### src/rtl/muldiv_pkg.sv
// Shared encodings and op-class helpers for the iterative multiply/divide unit.
package muldiv_pkg;

  typedef enum logic [2:0] {
    MD_MULT  = 3'd0,
    MD_MULTU = 3'd1,
    MD_DIV   = 3'd2,
    MD_DIVU  = 3'd3,
    MD_MTHI  = 3'd4,
    MD_MTLO  = 3'd5
  } md_op_e;

  typedef enum logic [1:0] {
    S_IDLE = 2'd0,
    S_RUN  = 2'd1,
    S_FIX  = 2'd2
  } md_state_e;

  function automatic logic is_signed(input logic [2:0] op);
    return (op == MD_MULT) || (op == MD_DIV);
  endfunction

  function automatic logic is_div(input logic [2:0] op);
    return (op == MD_DIV) || (op == MD_DIVU);
  endfunction

  // MULT/MULTU/DIV/DIVU all sit in the lower half of the encoding space
  function automatic logic is_muldiv(input logic [2:0] op);
    return !op[2];
  endfunction

endpackage

### src/rtl/muldiv_negate.sv
// Conditional two's-complement negate used for operand magnitude and result sign fix-up.
module muldiv_negate #(
  parameter int WIDTH = 32
) (
  input  logic             neg,
  input  logic [WIDTH-1:0] d,
  output logic [WIDTH-1:0] q
);

  assign q = neg ? (~d + WIDTH'(1)) : d;

endmodule

### src/rtl/muldiv_unit.sv
// Iterative radix-2 multiply / restoring divide with HI/LO registers and abort.
// Optional MULDIV_EARLY_TERM_EN: multiplies finish once remaining multiplier bits are zero.
module muldiv_unit
  import muldiv_pkg::*;
#(
  parameter int WIDTH = 32
) (
  input  logic             clk,
  input  logic             Reset,
  input  logic             start,
  input  logic [2:0]       op,
  input  logic [WIDTH-1:0] a,
  input  logic [WIDTH-1:0] b,
  input  logic             abort,
  output logic             busy,
  output logic             done,
  output logic             div_zero,
  output logic [WIDTH-1:0] hi,
  output logic [WIDTH-1:0] lo
);

  localparam int CNT_W = $clog2(WIDTH) + 1;

`ifdef MULDIV_EARLY_TERM_EN
  localparam bit EARLY_TERM = 1'b1;
`else
  localparam bit EARLY_TERM = 1'b0;
`endif

  md_state_e          state, state_nx;
  logic [CNT_W-1:0]   cnt;
  logic [2*WIDTH-1:0] acc, mcand;
  logic [WIDTH-1:0]   mb;
  logic               div_op, neg_res, neg_rem, b_zero;

  logic [WIDTH-1:0]   a_abs, b_abs, quo_fix, rem_fix;
  logic [2*WIDTH-1:0] prod_fix;
  logic               go, mthi_go, mtlo_go, last;
  logic [WIDTH:0]     rs, diff;
  logic               ge;

  assign go      = start && !abort && is_muldiv(op);
  assign mthi_go = start && !abort && (op == MD_MTHI);
  assign mtlo_go = start && !abort && (op == MD_MTLO);
  assign busy    = (state != S_IDLE);

  muldiv_negate #(.WIDTH(WIDTH)) u_neg_a (
    .neg(is_signed(op) && a[WIDTH-1]), .d(a), .q(a_abs));
  muldiv_negate #(.WIDTH(WIDTH)) u_neg_b (
    .neg(is_signed(op) && b[WIDTH-1]), .d(b), .q(b_abs));
  muldiv_negate #(.WIDTH(2*WIDTH)) u_neg_prod (
    .neg(neg_res), .d(acc), .q(prod_fix));
  muldiv_negate #(.WIDTH(WIDTH)) u_neg_quo (
    .neg(neg_res), .d(acc[WIDTH-1:0]), .q(quo_fix));
  muldiv_negate #(.WIDTH(WIDTH)) u_neg_rem (
    .neg(neg_rem), .d(acc[2*WIDTH-1:WIDTH]), .q(rem_fix));

  // Restoring-divide trial: acc holds {remainder, remaining dividend bits / quotient}
  assign rs   = {acc[2*WIDTH-1:WIDTH], acc[WIDTH-1]};
  assign diff = rs - {1'b0, mb};
  assign ge   = !diff[WIDTH];

  always_comb begin
    last     = (cnt == '0);
    state_nx = state;
    if (EARLY_TERM && !div_op && (mb[WIDTH-1:1] == '0))
      last = 1'b1;
    case (state)
      S_IDLE:  if (go) state_nx = S_RUN;
      S_RUN:   if (abort) state_nx = S_IDLE;
               else if (last) state_nx = S_FIX;
      S_FIX:   state_nx = S_IDLE;
      default: state_nx = S_IDLE;
    endcase
  end

  always_ff @(posedge clk or negedge Reset) begin
    if (!Reset) begin
      state    <= S_IDLE;
      cnt      <= '0;
      acc      <= '0;
      mcand    <= '0;
      mb       <= '0;
      div_op   <= 1'b0;
      neg_res  <= 1'b0;
      neg_rem  <= 1'b0;
      b_zero   <= 1'b0;
      hi       <= '0;
      lo       <= '0;
      done     <= 1'b0;
      div_zero <= 1'b0;
    end else begin
      state <= state_nx;
      done  <= 1'b0;
      case (state)
        S_IDLE: begin
          if (go) begin
            cnt      <= CNT_W'(WIDTH - 1);
            div_op   <= is_div(op);
            neg_res  <= is_signed(op) && (a[WIDTH-1] ^ b[WIDTH-1]);
            neg_rem  <= is_signed(op) && a[WIDTH-1];
            b_zero   <= (b == '0);
            div_zero <= 1'b0;
            mb       <= b_abs;
            mcand    <= {{WIDTH{1'b0}}, a_abs};
            acc      <= is_div(op) ? {{WIDTH{1'b0}}, a_abs} : '0;
          end else if (mthi_go) begin
            hi <= a;
          end else if (mtlo_go) begin
            lo <= a;
          end
        end
        S_RUN: begin
          cnt <= cnt - 1'b1;
          if (div_op) begin
            acc <= {(ge ? diff[WIDTH-1:0] : rs[WIDTH-1:0]), acc[WIDTH-2:0], ge};
          end else begin
            if (mb[0]) acc <= acc + mcand;
            mcand <= mcand << 1;
            mb    <= mb >> 1;
          end
        end
        S_FIX: begin
          if (!abort) begin
            done <= 1'b1;
            if (div_op) begin
              hi       <= rem_fix;
              lo       <= b_zero ? {WIDTH{1'b1}} : quo_fix;
              div_zero <= b_zero;
            end else begin
              {hi, lo} <= prod_fix;
            end
          end
        end
        default: ;
      endcase
    end
  end

endmodule
### config.mk
export PLATFORM = sky130hd
export DESIGN_NAME = muldiv_unit
export DESIGN_NICKNAME = d
export VERILOG_FILES = /design/src/rtl/muldiv_pkg.sv /design/src/rtl/muldiv_negate.sv /design/src/rtl/muldiv_unit.sv
export SDC_FILE = /design/constraint.sdc
export NUM_CORES = 1
export LEC_CHECK = 0
export BUFFER_PORTS_ARGS = -buffer_cell sky130_fd_sc_hd__buf_2
export CORE_AREA = 8 8 189 370
export DETAILED_ROUTE_END_ITERATION = 10
export DIE_AREA = 0 0 197 378
export HOLD_SLACK_MARGIN = 0.06
export PLACE_DENSITY = 0.56
export SLEW_MARGIN = 20
export SYNTH_ARGS = -nofsm -noshare
export SYNTH_HDL_FRONTEND = slang
export SYNTH_SLANG_ARGS = --single-unit
### constraint.sdc
create_clock -name clk -period 7.8 [get_ports clk]
set_input_delay 0 -clock clk [delete_from_list [all_inputs] [get_ports clk]]
set_output_delay 0 -clock clk [all_outputs]
set_load 0.02 [all_outputs]
After elaboration in Yosys (flattened, before gate mapping)
Cells that the tools add are included.
{"block": "op_classes", "add_sub_neg": 8, "eq_ne": 16, "muxes": 41, "n_bitwise": 6, "n_reduce_logical": 27}
{"cell": "2-to-1 mux 32 bit", "count": 18}
{"cell": "2-to-1 mux 64 bit", "count": 6}
{"cell": "case mux 64 bit (2 select lines)", "count": 2}
{"cell": "case mux 32 bit (2 select lines)", "count": 3}
{"cell": "adder 32 x 1 -> 32 bit, second input constant", "count": 4}
{"cell": "inverter 32 bit", "count": 4}
{"cell": "adder 64 x 1 -> 64 bit, second input constant", "count": 1}
{"cell": "adder 64 bit", "count": 1}
{"cell": "inverter 64 bit", "count": 1}
{"cell": "subtractor 33 x 32 -> 33 bit", "count": 1}
{"cell": "zero test 32 bit", "count": 1}
{"cell": "inequality test 2 bit, second input constant", "count": 8}
{"cell": "case mux 6 bit (2 select lines)", "count": 1}
{"cell": "AND reduction 4 bit", "count": 2}
{"cell": "logical AND 1 bit", "count": 7}
{"cell": "== test 3 x 2 -> 1 bit, second input constant", "count": 2}
{"cell": "== test 3 bit, second input constant", "count": 2}
{"cell": "zero test 6 bit", "count": 1}
{"cell": "2-to-1 mux 2 bit", "count": 3}
{"cell": "2-to-1 mux 6 bit", "count": 1}
{"cell": "inequality test 3 bit, second input constant", "count": 2}
{"cell": "AND reduction 2 bit", "count": 3}
{"cell": "AND reduction 3 bit", "count": 2}
{"cell": "nonzero test 2 bit", "count": 3}
{"cell": "12 further kinds", "count": 19}
{"block": "totals", "register_bits": 238, "input_bits": 71, "wordCells": 111}

Logic depth before layout (Yosys ltp)
{"block": "logic_depth", "ltp_word": 7, "depth_mapped": 15}

Modules after synthesis
From an unflattened synthesis, not the netlist that was laid out.
{"block": "unflattened", "hier_cells": 2599, "area_unflattened_um2": 21964.8}
{"mod": "muldiv_unit", "n_inst": 1, "cells_per_inst": 1997, "area_per_inst_um2": 17207.8, "seq_area_each_um2": 5955.7}
{"mod": "muldiv_negate at u_neg_a ...", "n_inst": 4, "cells_per_inst": 99, "area_per_inst_um2": 777.0, "seq_area_each_um2": 0.0}
{"mod": "muldiv_negate at u_neg_prod", "n_inst": 1, "cells_per_inst": 206, "area_per_inst_um2": 1649.1, "seq_area_each_um2": 0.0}

Least setup slack after synthesis
No wires, ideal clock.
{"block": "synth_timing", "kind": "register to register", "from": "reg acc[32]", "to": "reg acc[40]", "t_arrival_ns": 3.109, "t_required_ns": 7.679, "setup_slack_ns": 4.570, "stages_incl_launch_ff": 15, "period_less_slack_ns": 3.230, "path_cell_list": "dfrtp_1 > clkinv_1 > fa_1 > nor2b_1 > o31ai_1 > a21o_1 > a31oi_1 > a31oi_1 > a21o_1 > o211ai_1 > buf_4 > buf_2 > mux2i_1 > mux2i_1 > a22o_1"}
{"block": "synth_via", "elab_chain_cells": 4}
{"element": "start, declared", "line_no": "muldiv_unit.sv:32", "source": "logic [2*WIDTH-1:0] acc, mcand;"}
{"element": "start signal, assigned", "line_no": "muldiv_unit.sv:106", "source": "acc <= is_div(op) ? {{WIDTH{1'b0}}, a_abs} : '0;"}
{"element": "start signal, assigned", "line_no": "muldiv_unit.sv:116", "source": "acc <= {(ge ? diff[WIDTH-1:0] : rs[WIDTH-1:0]), acc[WIDTH-2:0], ge};"}
{"element": "start signal, assigned", "line_no": "muldiv_unit.sv:118", "source": "if (mb[0]) acc <= acc + mcand;"}
{"element": "adder 64 bit or subtractor 33 x 32 -> 33 bit (tied branches)", "line_no": "muldiv_unit.sv:118, muldiv_unit.sv:60"}
{"element": "2-to-1 mux 64 bit or 2-to-1 mux 32 bit (tied branches)", "line_no": "muldiv_unit.sv:118, muldiv_unit.sv:116"}
{"element": "2-to-1 mux 64 bit *", "line_no": "muldiv_unit.sv:115", "source": "if (div_op) begin"}
{"element": "case mux 64 bit (2 select lines) *", "line_no": "muldiv_unit.sv:95", "source": "case (state)"}
Every way passes the cells marked *; elsewhere a longest branch is shown, timed or not. The select of a mux whose other input is x is not followed.
A chain may end at the register's enable or synchronous reset.

Final worst setup path
{"block": "layout_timing", "from": "reg acc[6]", "to": "reg hi[3]"}
{"block": "layout_via", "elab_chain_cells": 6}
{"element": "inverter 64 bit", "line_no": "muldiv_negate.sv:10", "source": "assign q = neg ? (~d + WIDTH'(1)) : d;"}
{"element": "adder 64 x 1 -> 64 bit", "line_no": "muldiv_negate.sv:10"}
{"element": "2-to-1 mux 64 bit", "line_no": "muldiv_negate.sv:10"}
{"element": "2-to-1 mux 32 bit", "line_no": "muldiv_unit.sv:126", "source": "if (div_op) begin"}
{"element": "2-to-1 mux 32 bit", "line_no": "muldiv_unit.sv:124", "source": "if (!abort) begin"}
{"element": "case mux 32 bit (2 select lines)", "line_no": "muldiv_unit.sv:95"}
{"element": "end signal, assigned", "line_no": "muldiv_unit.sv:127", "source": "hi <= rem_fix;"}
{"element": "end signal, assigned", "line_no": "muldiv_unit.sv:131", "source": "{hi, lo} <= prod_fix;"}
{"element": "end, declared", "line_no": "muldiv_unit.sv:18", "source": "output logic [WIDTH-1:0] hi,"}
No other way between the ends. The select of a mux whose other input is x is not followed.

==> run metrics <==
result of the run=finished, final reports clean; die boundary width=197 µm; routed length per instance=20.02 µm; setup TNS after final layout=0 ns; clk_skew=0.03141 ns; Post-Layout Cell Count=3521; I/O pin count=138; CTS sink cnt=238; global placer's final weighted congestion=0.9362; Iteration-0 DRC Markers=1583; Post-synth top flop=sky130_fd_sc_hd__dfrtp_1; PnR Total Power=8172 µW; Yosys top cell by area=sky130_fd_sc_hd__dfrtp_1; worst-case setup slack after placement=3.503 ns; count of distinct cell types in the synthesized netlist=87; Cell Area, Synth=19270 µm²; most area-consuming cells after synthesis=sky130_fd_sc_hd__dfrtp_1 (31%), sky130_fd_sc_hd__o21ai_0 (7.1%), sky130_fd_sc_hd__ha_1 (6.6%), sky130_fd_sc_hd__nand2_1 (6.5%), sky130_fd_sc_hd__a21oi_1 (6.2%); row cnt=133; Setup Crit Path Kind=reg -> reg; number of global-route vias before repair=18630; transition time of the tightest slew-check pin=0.9841 ns; Setup Buffers After CTS=0; number of nets with antenna violations after detailed routing=0; worst endpoint data arrival time=4.62 ns; share of the yosys chip area belonging to registers=30.91%; Total GRT Usage=18.49%; Critical Path End Type=flop; proportion of netlist area held by the largest area contributor=30.91%; iteration count of the initial detailed-routing pass=6; Leak=0.009742 µW; HPWL after detailed placement=52420 µm; Setup crit start kind=flop; cells resized by post-CTS repair=0; maximum number of pins on one net before global-route repair=116; number of instances in the placed design=3380; total of fill cells in the finished design=6963; Die Height=378 µm; sequential standard cell area=5957 µm²; final instance area=22770 µm²; mean post-synth cell area=7.764 µm²; footprint of the multi-input gates=12570 µm²; timing-limited maximum frequency=0.2442 GHz; net count after synthesis=2656; PD cells=359.0 nW/µm²; series of cell instances along the critical path=or4_4, nor4_1, or4b_4, or2_1, o21ai_2, o21ai_0, xor2_1, nand2_1, a31oi_1, dlygate4sd3_1; Synth Instances=2482; number of levels the H-tree was split into=1; CTS tree=done; maximum single-stage delay on the critical path=0.59 ns; cell area after placement=20760 µm²; number of CTS-inserted buffers=28; RSZ-0062 raised after global routing=no; Max IR drop VDD=0.1710 mV; area growth from synthesis to layout=18.13%; number of nets at the end of the flow=2796; hold violation count in the final report=0; Worst-Skew Late Latency=0.59 ns; share of synthesized registers carrying an async set or reset=100.0%; count of final setup violators=0; max-cap violations=0; initial antenna violation count=0; type of the most critical hold path=in -> reg; fraction of layout cells with a size suffix above 1=9.758%; worst path setup slack after routing=3.704 ns; routed via count=19300; worst max-slew margin expressed relative to the limit=34.23%; wire length of the first global-routing pass=110200 µm; library cell contributing the largest single delay on the critical path=sky130_fd_sc_hd__or4_4; diode insertion count for antenna repair=0; Worst EP required=8.32 ns; total DRC errors in the routed layout=0; number of I/O port buffers=137; die area=74470 µm²; final worst path period share=52.51%; overflow left after global routing=0; buffer type at the clock tree root=sky130_fd_sc_hd__clkbuf_16; critical path fanouts, max=8; number of warnings printed during yosys synthesis=0; clock tree buffer depth=3; final number of max-transition violations=0; core box area=65230 µm²; number of enable-type register cells in the synthesized netlist=0; post-detailed-route via-to-cell ratio=5.481; top-count cell post-synth=sky130_fd_sc_hd__nand2_1; Commonest cells post-synth=sky130_fd_sc_hd__nand2_1 (334), sky130_fd_sc_hd__o21ai_0 (273), sky130_fd_sc_hd__a21oi_1 (239); post-synthesis sequential element count=238; clock transition at the registers of the reported paths=0.06 ns; Total Routed Length=70470 µm; fin crit period=4.096 ns; starting density of the core=29.54%
## cell families after synthesis
family | share of synthesized area (%)
simple gates | 19.84
fa+ha+maj | 6.765
buf+inv | 4.207
flops | 30.91
xor+xnor | 8.590
compound gates | 28.20
mux | 1.493
## worst paths after layout
kind                             start   endpoint  slack [ns]  depth (start not counted)
worst max-delay path            acc[6]      hi[3]        3.70                         10
min in group asynchronous        Reset     div_op        0.41                          3
worst min register to register   lo[5]      lo[5]        0.47                          2
worst max register to register  acc[6]      hi[3]        3.70                         10
max in group asynchronous        Reset  mcand[33]        6.19                          4
worst min-delay path             start     hi[25]        0.14                          6
## sequential cells by signal, indices dropped and copies added, names as in the netlist
signal,cells
acc,64
neg_rem,1
mcand,64
cnt,6
b_zero,1
div_op,1
done,1
div_zero,1
hi,32
neg_res,1
lo,32
state,2
mb,32
## per-layer routing
metal  GRT usage (%)  vias to the layer above  share of wire, %
met5               0                        -                 0
met4           7.207                        0               4.0
met3           2.002                      129               5.5
met2           29.73                      671                45
met1           25.11                     9190                45
li1                -                     9308                 -
## power by group
group	leakage (µW)	internal (µW)	switching [µW]
Sequential	0.00295	1570	544
Clock	0.000512	944	604
Combinational	0.00628	1770	2740
## timing repair
item                                    CTS  global route
hold buffers                             88             0
endpoints found under the setup margin    0             0
endpoints found under the hold margin   197             0
## cell type report
| class | count | share of cell area (%) |
|---|---|---|
| clock inverter | 16 | 1.242 |
| inverter | 70 | 1.154 |
| multi-input combinational | 2033 | 55.24 |
| clock buffer | 36 | 3.435 |
| tap | 877 | 4.820 |
| timing repair buffer | 251 | 7.947 |
| sequential | 238 | 26.17 |
## worst max-delay path: cells and delay by family (launching register included)
family	cells	cell delay [ns]
AO/OA/AOI/OAI	3	0.74
XOR/XNOR	1	0.28
buffers and inverters	1	0.56
flip-flops	1	0.46
AND/OR/NAND/NOR	5	2.00
## through the flow
step,hold slack [ns],utilization [%]
2_1_floorplan,-0.2956,-
3_3_place_gp,0.03697,31.82
3_5_place_dp,0.03819,31.82
4_1_cts,0.09572,34.83
5_1_grt,0.1886,34.90
6_report,0.1371,34.90
## cells in the final DEF, fill, tap and decap left out, types with 8 or more instances in the layout
cell,n
sky130_fd_sc_hd__or3_1,23
sky130_fd_sc_hd__o21bai_1,16
sky130_fd_sc_hd__o22ai_1,36
sky130_fd_sc_hd__o221ai_1,23
sky130_fd_sc_hd__dfrtp_1,237
sky130_fd_sc_hd__nor3_1,44
sky130_fd_sc_hd__ha_1,101
sky130_fd_sc_hd__mux2i_1,22
sky130_fd_sc_hd__a22oi_1,16
sky130_fd_sc_hd__a21o_1,48
sky130_fd_sc_hd__o211ai_1,41
sky130_fd_sc_hd__nand4_1,26
sky130_fd_sc_hd__or4_1,9
sky130_fd_sc_hd__nor4_1,16
sky130_fd_sc_hd__xor2_1,78
sky130_fd_sc_hd__a221o_1,8
sky130_fd_sc_hd__and2_1,9
sky130_fd_sc_hd__a31oi_1,34
sky130_fd_sc_hd__nand3b_1,8
sky130_fd_sc_hd__a211oi_1,19
sky130_fd_sc_hd__a21boi_0,8
sky130_fd_sc_hd__nand3_1,46
sky130_fd_sc_hd__o31ai_1,21
sky130_fd_sc_hd__nor2_1,221
sky130_fd_sc_hd__inv_1,68
sky130_fd_sc_hd__dlygate4sd3_1,87
sky130_fd_sc_hd__nand2_1,333
sky130_fd_sc_hd__buf_2,136
sky130_fd_sc_hd__buf_4,25
sky130_fd_sc_hd__o21ai_0,273
sky130_fd_sc_hd__clkbuf_16,29
sky130_fd_sc_hd__o31a_1,10
sky130_fd_sc_hd__and3_1,17
sky130_fd_sc_hd__nor2b_1,13
sky130_fd_sc_hd__nand2b_1,18
sky130_fd_sc_hd__xnor2_1,111
sky130_fd_sc_hd__a221oi_1,11
sky130_fd_sc_hd__o21a_1,25
sky130_fd_sc_hd__a21oi_1,237
(Power assumes the default switching activity.)
